`src/rtl/load_store_unit.sv`:
```
// RV32I load/store unit driving a word-wide, byte-enabled data memory.
// Define LSU_MISALIGN_SPLIT_EN to run word-crossing accesses as two memory cycles; otherwise they are rejected.
module load_store_unit #(
  parameter int MEM_AW = 12
) (
  input  logic              clk,
  input  logic              rst,
  input  logic              req_valid,
  output logic              req_ready,
  input  logic              req_we,
  input  logic [2:0]        req_funct3,
  input  logic [31:0]       req_addr,
  input  logic [31:0]       req_wdata,
  output logic              rsp_valid,
  output logic [31:0]       rsp_rdata,
  output logic              rsp_err,
  output logic              mem_en,
  output logic [3:0]        mem_we,
  output logic [MEM_AW-1:0] mem_adr,
  output logic [31:0]       mem_wdata,
  input  logic [31:0]       mem_rdata
);

  typedef enum logic [2:0] {IDLE, ACC0, ACC1, WAIT, RESP} state_t;

  localparam logic [MEM_AW-1:0] ADR_ONE = 1;

  state_t            state_q, state_d;
  logic              we_q, we_d;
  logic [2:0]        funct3_q, funct3_d;
  logic [1:0]        off_q, off_d;
  logic              split_q, split_d;
  logic [3:0]        we_hi_q, we_hi_d;
  logic [31:0]       wdata_hi_q, wdata_hi_d;
  logic [31:0]       rbuf_q, rbuf_d;
  logic              mem_en_q, mem_en_d;
  logic [3:0]        mem_we_q, mem_we_d;
  logic [MEM_AW-1:0] mem_adr_q, mem_adr_d;
  logic [31:0]       mem_wdata_q, mem_wdata_d;
  logic [31:0]       rsp_rdata_q, rsp_rdata_d;
  logic              rsp_err_q, rsp_err_d;

  logic [1:0]  req_off;
  logic [3:0]  req_size;
  logic [3:0]  req_mask;
  logic        req_cross;
  logic        req_bad;
  logic [7:0]  req_be;
  logic [63:0] req_wd;
  logic [63:0] ld_data;
  logic [63:0] ld_shift;
  logic [31:0] ld_word;
  logic [31:0] ld_ext;
  logic        addr_unused;

  // Address bits above the memory window are don't-care.
  assign addr_unused = ^req_addr[31:MEM_AW+2];

  always_comb begin
    req_off = req_addr[1:0];
    case (req_funct3[1:0])
      2'b00:   begin req_size = 4'd1; req_mask = 4'b0001; end
      2'b01:   begin req_size = 4'd2; req_mask = 4'b0011; end
      default: begin req_size = 4'd4; req_mask = 4'b1111; end
    endcase
    req_cross = ({2'b00, req_off} + req_size) > 4'd4;
    req_bad = (req_funct3 == 3'b011) || (req_funct3[2:1] == 2'b11) ||
              (req_funct3[2] && req_we);
`ifndef LSU_MISALIGN_SPLIT_EN
    req_bad = req_bad || (req_funct3[1:0] == 2'b01 && req_off[0]) ||
              (req_funct3[1:0] == 2'b10 && req_off != 2'b00);
`endif
    req_be = {4'b0000, req_mask} << req_off;
    req_wd = {32'h0, req_wdata} << {req_off, 3'b000};
  end

  // For a split load the low lanes come from word A (buffered) and the rest from word A+1.
  always_comb begin
    ld_data  = split_q ? {mem_rdata, rbuf_q} : {32'h0, mem_rdata};
    ld_shift = ld_data >> {off_q, 3'b000};
    ld_word  = ld_shift[31:0];
    case (funct3_q)
      3'b000:  ld_ext = {{24{ld_word[7]}}, ld_word[7:0]};
      3'b001:  ld_ext = {{16{ld_word[15]}}, ld_word[15:0]};
      3'b100:  ld_ext = {24'h0, ld_word[7:0]};
      3'b101:  ld_ext = {16'h0, ld_word[15:0]};
      default: ld_ext = ld_word;
    endcase
  end

  always_comb begin
    state_d     = state_q;
    we_d        = we_q;
    funct3_d    = funct3_q;
    off_d       = off_q;
    split_d     = split_q;
    we_hi_d     = we_hi_q;
    wdata_hi_d  = wdata_hi_q;
    rbuf_d      = rbuf_q;
    mem_en_d    = 1'b0;
    mem_we_d    = 4'b0000;
    mem_adr_d   = mem_adr_q;
    mem_wdata_d = mem_wdata_q;
    rsp_rdata_d = rsp_rdata_q;
    rsp_err_d   = rsp_err_q;
    case (state_q)
      IDLE: begin
        if (req_valid) begin
          we_d       = req_we;
          funct3_d   = req_funct3;
          off_d      = req_off;
          split_d    = req_cross;
          we_hi_d    = req_we ? req_be[7:4] : 4'b0000;
          wdata_hi_d = req_wd[63:32];
          if (req_bad) begin
            state_d     = RESP;
            rsp_err_d   = 1'b1;
            rsp_rdata_d = 32'h0;
          end else begin
            state_d     = ACC0;
            mem_en_d    = 1'b1;
            mem_adr_d   = req_addr[MEM_AW+1:2];
            mem_we_d    = req_we ? req_be[3:0] : 4'b0000;
            mem_wdata_d = req_wd[31:0];
          end
        end
      end
      ACC0: begin
        if (split_q) begin
          state_d     = ACC1;
          mem_en_d    = 1'b1;
          mem_adr_d   = mem_adr_q + ADR_ONE;
          mem_we_d    = we_hi_q;
          mem_wdata_d = wdata_hi_q;
        end else if (we_q) begin
          state_d     = RESP;
          rsp_err_d   = 1'b0;
          rsp_rdata_d = 32'h0;
        end else begin
          state_d = WAIT;
        end
      end
      ACC1: begin
        rbuf_d = mem_rdata;
        if (we_q) begin
          state_d     = RESP;
          rsp_err_d   = 1'b0;
          rsp_rdata_d = 32'h0;
        end else begin
          state_d = WAIT;
        end
      end
      WAIT: begin
        state_d     = RESP;
        rsp_err_d   = 1'b0;
        rsp_rdata_d = ld_ext;
      end
      RESP:    state_d = IDLE;
      default: state_d = IDLE;
    endcase
  end

  always_ff @(posedge clk) begin
    if (rst) begin
      state_q     <= IDLE;
      we_q        <= 1'b0;
      funct3_q    <= 3'b000;
      off_q       <= 2'b00;
      split_q     <= 1'b0;
      we_hi_q     <= 4'b0000;
      wdata_hi_q  <= 32'h0;
      rbuf_q      <= 32'h0;
      mem_en_q    <= 1'b0;
      mem_we_q    <= 4'b0000;
      mem_adr_q   <= '0;
      mem_wdata_q <= 32'h0;
      rsp_rdata_q <= 32'h0;
      rsp_err_q   <= 1'b0;
    end else begin
      state_q     <= state_d;
      we_q        <= we_d;
      funct3_q    <= funct3_d;
      off_q       <= off_d;
      split_q     <= split_d;
      we_hi_q     <= we_hi_d;
      wdata_hi_q  <= wdata_hi_d;
      rbuf_q      <= rbuf_d;
      mem_en_q    <= mem_en_d;
      mem_we_q    <= mem_we_d;
      mem_adr_q   <= mem_adr_d;
      mem_wdata_q <= mem_wdata_d;
      rsp_rdata_q <= rsp_rdata_d;
      rsp_err_q   <= rsp_err_d;
    end
  end

  assign req_ready = (state_q == IDLE);
  assign rsp_valid = (state_q == RESP);
  assign rsp_rdata = rsp_rdata_q;
  assign rsp_err   = rsp_err_q;
  assign mem_en    = mem_en_q;
  assign mem_we    = mem_we_q;
  assign mem_adr   = mem_adr_q;
  assign mem_wdata = mem_wdata_q;

endmodule

```
`config.mk`:
```
export PLATFORM = sky130hd
export DESIGN_NAME = load_store_unit
export DESIGN_NICKNAME = d
export VERILOG_FILES = /design/src/rtl/load_store_unit.sv
export SDC_FILE = /design/constraint.sdc
export NUM_CORES = 1
export LEC_CHECK = 0
export ABC_AREA = 0
export CAP_MARGIN = 40
export CORE_UTILIZATION = 50
export DETAILED_ROUTE_END_ITERATION = 6
export GPL_ROUTABILITY_DRIVEN = 0
export PLACE_DENSITY = 0.85
export SKIP_CTS_REPAIR_TIMING = 1
export SYNTH_ARGS = -nofsm -noshare
export SYNTH_HDL_FRONTEND = slang
export SYNTH_SLANG_ARGS = --single-unit
```
`constraint.sdc`:
```
create_clock -name clk -period 2.4 [get_ports clk]
set_input_delay 0.48 -clock clk [delete_from_list [all_inputs] [get_ports clk]]
set_output_delay 0.48 -clock clk [all_outputs]
set_load 0.01 [all_outputs]
```
Yosys cells after proc, flatten, opt, wreduce, memory -nomap -nowiden:

Index checks and enable logic that the tools add are counted.

* memories kept: 0
* RAM bits: 0
* word-level logic and storage cells: 89
* register bits: 160
* output and inout port bits: 84
* bits in latches: 0
* memory bits (read-only): 0

* reductions and logical operators: 16
* bitwise gates (word level): 0
* equal/unequal tests: 16
* add/subtract/negate cells: 2
* $lt $le $gt $ge: 1
* divide/modulo/power cells: 0
* shift operators: 3
* multiplexer cells: 37
* multiply operators: 0

Operator list (count)
* $pmux W32 S4: 2
* $mux W32: 7
* $mux W64: 1
* $pmux W32 S2: 1
* $shl A32 B5 Y64: 1
* $shr A64 B5 Y32: 1
* $mux W12: 3
* $pmux W12 S2: 1
* $mux W4: 5
* $pmux W4 S2: 2
* $add A12 B1 Y12 const B: 1
* $mux W3: 4
* $pmux W3 S4: 1
* $eq A3 B2 Y1 const B: 3
* $eq A3 B3 Y1 const B: 3
* $ne A2 B2 Y1 const B: 4
* $reduce_and A4 Y1: 2
* $shl A4 B2 Y8: 1
* $mux W1: 7
* $eq A3 B1 Y1 const B: 2
* $logic_not A3 Y1: 2
* $pmux W3 S2: 1
* $add A2 B4 Y4: 1
* $eq A2 B2 Y1 const B: 2
* 11 further kinds: 17

Longest topological paths before layout:

* depth after elaboration: 8
* depth in mapped cells: 9
* depth with buffers taken out: 8

Worst setup path after synthesis:

Ideal clock, no wire load.

* path kind: input-to-reg
* from: input req_funct3[1]
* to: register split_q
* buffers on the path: 1
* slack: 276 ps
* data arrival time: 2038 ps
* stages on the path: 9
* cell sequence: clkbuf_1 -> nor2_1 -> ha_1 -> fa_1 -> nor2b_1 -> o21ai_0 -> nand2_1 -> o311a_1 -> a211oi_1

* cells in the longest elaborated chain, start to end: 4
* elaborated cells on any way between the ends: 5
* classes of those cells: add/sub: 1; order compare: 1; eq/ne: 1; mux: 1; reduce/logical: 1

Ends and longest elaborated chain
* start: declaration: RTL line 11 `input logic [2:0] req_funct3,`
* $eq A2 B1 Y1 or $logic_not A2 Y1 (tied branches): RTL line 61 `case (req_funct3[1:0])`
* $pmux W3 S2 (*): RTL line 61
* $add A2 B4 Y4 (*): RTL line 66 `req_cross = ({2'b00, req_off} + req_size) > 4'd4;`
* $gt A4 B3 Y1 (*): RTL line 66
* end signal: assignment: RTL line 184 `split_q <= split_d;`
* end: declaration: RTL line 32 `logic split_q, split_d;`

Mark *: on every way between the ends. The rest lies on a longest branch, timed or not.
A chain may end at the register's enable or synchronous reset.

Final worst setup path:

* from: register state_q[0]
* to: output req_ready

* cells in the longest elaborated chain, start to end: 1

Ends and longest elaborated chain
* start: declaration: RTL line 28 `state_t state_q, state_d;`
* start signal: assignment: RTL line 180 `state_q <= state_d;`
* $logic_not A3 Y1: RTL line 197 `assign req_ready = (state_q == IDLE);`
* end: declaration: RTL line 9 `output logic req_ready,`

Every way passes these cells.

==> results.toml <==
[run_status]
outcome = "complete, but fails checks"
violations = "DRC"

[sta]
top_achievable_clock_speed_ghz = 0.4447
slew_viol_final = 0
measured_slew_at_the_worst_slew_check_pin_ns = 0.7498
unrepaired_setup_endpoints_after_global_routing = "false"
hold_slack_ns = 0.4384
setup_viol_count_final = 0
clock-skew-final_ns = 0.008588
slew-limit-headroom_pct = 49.91
final_hold_vios = 0
final.setup.tns_ns = 0
period_minus_slack_ns = 2.249
post-route-period-util_pct = 93.70

[setup_path]
crit_path_cells = "nor3_2 > clkdlybuf4s50_1"
critical_path_required_ns = 1.92
worstReg2RegEnd = "rsp_rdata[2]$_SDFFE_PP0P_"
worst_setup_path_end_kind = "output pin"
worst-r2r-cell-count = 6
max_stage_delay_ns = 0.64
critical_path.slowest_cell = "clkdlybuf4s50_1"
crit_fanout = 13
ff2ff_setup_slack_ns = 0.40
timing.critical_path.arrival_ns = 1.77
regToRegStartpoint = "split_q$_SDFFE_PP0P_"
worst-setup-path-type = "flip-flop to output pin"
crit_path_buffers_inverters = 1
critical-path-top-delay-family = "buffers and inverters"
worstSetupStartpointType = "flip-flop"

[floorplanning]
fp-row-count = 46
core_area_um2 = 15830
floorplan.initialDensity_pct = 51.03
design.die.area_um2 = 16670
ioPinCount = 187
die_x_um = 129.1
dieHeight_um = 129.1

[drt]
vias_per_cell = 6.160
drc_errors = 1
drt-pass1-iter-count = 7
drt_iter0_markers = 881
detail_route.wirelength_mm = 24.67
detailroute.via_count = 8304
detail_route.wl_per_cell_um = 18.30
final_antenna_net_count = 0

[global_route]
vias_in_the_first_global_route = 7554
initial_antenna_violation_count = 0
grt_max_degree = 73
grt_first_pass_wirelength_mm = 38.68
globalRouteOverflowTotal = 0
grtUsageTotal_pct = 29.74

[finish]
multi_input_comb_area_um2 = 4581
layout.area.seq_um2 = 3028
num-fill-cells = 1216
mostFrequentLayoutCell = "nand2_1"
most-common-layout-cells = "171 x nand2_1, 166 x clkdlybuf4s50_1, 147 x dfxtp_1, 104 x a21oi_1, 67 x nor2_1"
antenna_cells = 0
fraction_of_layout_cells_with_a_size_suffix_above_1_pct = 14.66
synthToLayoutAreaGrowth_pct = 32.13
non_filler_instances = 1348
final_nets = 1227

[cts]
path_clk_slew_ns = 0.06
insertion_delay_ns = 0.44
clock_tree.root_cell = "clkbuf_16"
h_tree_levels = 4
clk_path_buf_depth = 2
inserted_clock_buffers = 17
numClockSinks = 151
tritoncts_clock_tree = "yes"

[logic_synthesis]
number_of_synthesized_flops_with_an_enable_pin = 0
synth-seq-cells = 151
yosysWarnings = 0
ys_seq_area_share_pct = 37.43
synth.avg_cell_area_um2 = 8.369
synth.distinct_cells = 64
synth_cells = 965
synthesis.area_um2 = 8076
synth_flop_cell = "dfxtp_1"
syn_nets = 1073
synth_async_sr_flop_share_pct = 0

[power_and_ir_drop]
p_leak_uw = 0.003697
power.density_nw_per_um2 = 637.9
maximum_ir_drop_on_the_vdd_rail_v = 0.0005883

[min_path]
depth_of_the_worst_hold_timing_path = 2
endpoint_worst_hold = "rsp_rdata[0]$_SDFFE_PP0P_"
worstHoldPathType = "input pin to flip-flop"
timing.hold.worst.start = "rst"

[place]
io_buffers = 168
dp_hpwl_mm = 16.90
dpl.cell_count = 1316

[flow_run]
maxCapViolCount = 0
worst max path at each step:
stage	start	endpoint	depth (start not counted)	slack, ns
finish	state_q[0]$_SDFFE_PP0P_	req_ready	2	0.15
global route	state_q[0]$_SDFFE_PP0P_	rsp_valid	3	0.07
CTS	state_q[1]$_SDFFE_PP0P_	rsp_valid	3	-0.02
detailed placement	req_addr[0]	mem_adr[0]$_SDFFE_PP0P_	8	-0.14
global placement	req_addr[0]	mem_adr[0]$_SDFFE_PP0P_	8	-0.11
floorplan	req_funct3[1]	split_q$_SDFFE_PP0P_	9	0.28
logic make-up after synthesis:
family / share of synthesized area, %
buffers and inverters: 6.166
multiplexers: 13.40
AND/OR/NAND/NOR: 18.56
AO/OA/AOI/OAI: 23.58
flip-flops: 37.43
adder cells (fa/ha/maj): 0.8676
cell usage after synthesis, types with 7 or more instances:
library cell / instances / area, um^2
nor3_1: 31 / 155.2
o22ai_1: 8 / 50.05
buf_6: 7 / 78.83
mux4_2: 7 / 157.7
buf_4: 7 / 52.55
o211ai_1: 22 / 165.2
a21oi_1: 104 / 520.5
a311oi_1: 9 / 78.83
nand3_1: 37 / 185.2
buf_1: 7 / 26.28
a211oi_1: 12 / 90.09
o2bb2ai_2: 10 / 150.1
o21ai_0: 28 / 140.1
a221o_1: 10 / 100.1
a221oi_1: 8 / 70.07
nor2_1: 68 / 255.2
nand2_1: 171 / 641.9
buf_2: 28 / 140.1
clkbuf_1: 43 / 161.4
a31oi_1: 14 / 87.58
a22o_1: 8 / 70.07
dfxtp_1: 151 / 3023
mux2i_1: 53 / 530.5
o2111ai_1: 8 / 70.07
mux2_2: 34 / 382.9
worst reg2reg max path: cells and delay by family, from the launching register on:
kind | cells | cell delay, ns
buffers and inverters | 1 | 0.25
multiplexers | 2 | 0.92
flip-flops | 1 | 0.45
AO/OA/AOI/OAI | 1 | 0.14
AND/OR/NAND/NOR | 2 | 0.10
area by class of cell:
cell class,instances,area share (%)
sequential,151,28.37
inverter,5,0.1759
timing repair buffer,229,20.45
clock inverter,11,1.043
tap,216,2.533
multi-input combinational,715,42.92
clock buffer,21,4.502
through the flow:
step | setup slack [ns] | utilization (%) | power, uW | instance area (um^2)
3_5_place_dp | -0.1428 | 63.65 | 4150 | 10070
3_3_place_gp | -0.1065 | 63.65 | 4117 | 10070
2_1_floorplan | 0.2762 | - | 3583 | 8077
5_1_grt | 0.06574 | 67.42 | 7034 | 10670
6_report | 0.1513 | 67.42 | 6808 | 10670
4_1_cts | -0.01535 | 67.39 | 6796 | 10670
flip-flops by register name (all words and copies together), names as in the netlist:
| register | count |
|---|---|
| state_q | 3 |
| rbuf_q | 32 |
| we_q | 1 |
| mem_adr | 12 |
| mem_we | 4 |
| mem_wdata | 32 |
| split_q | 1 |
| we_hi_q | 3 |
| rsp_rdata | 32 |
| off_q | 2 |
| rsp_err | 1 |
| wdata_hi_q | 24 |
| funct3_q | 3 |
| mem_en | 1 |
power breakdown:
group          internal [uW]  total (uW)  switching [uW]
combinational            659        1420             760
clock                   1550        2670            1120
sequential              2620        2720             101
total                   4830        6810            1980
metal layers:
layer,vias up,share of wire (%),track usage [%],wire [um]
met1,3899,42,38.86,10300
met2,512,45,46.49,11200
met4,0,3.4,13.77,837
li1,3816,-,-,-
met3,77,9.4,7.225,2327
met5,-,0,0,0
(Power assumes the default switching activity.)
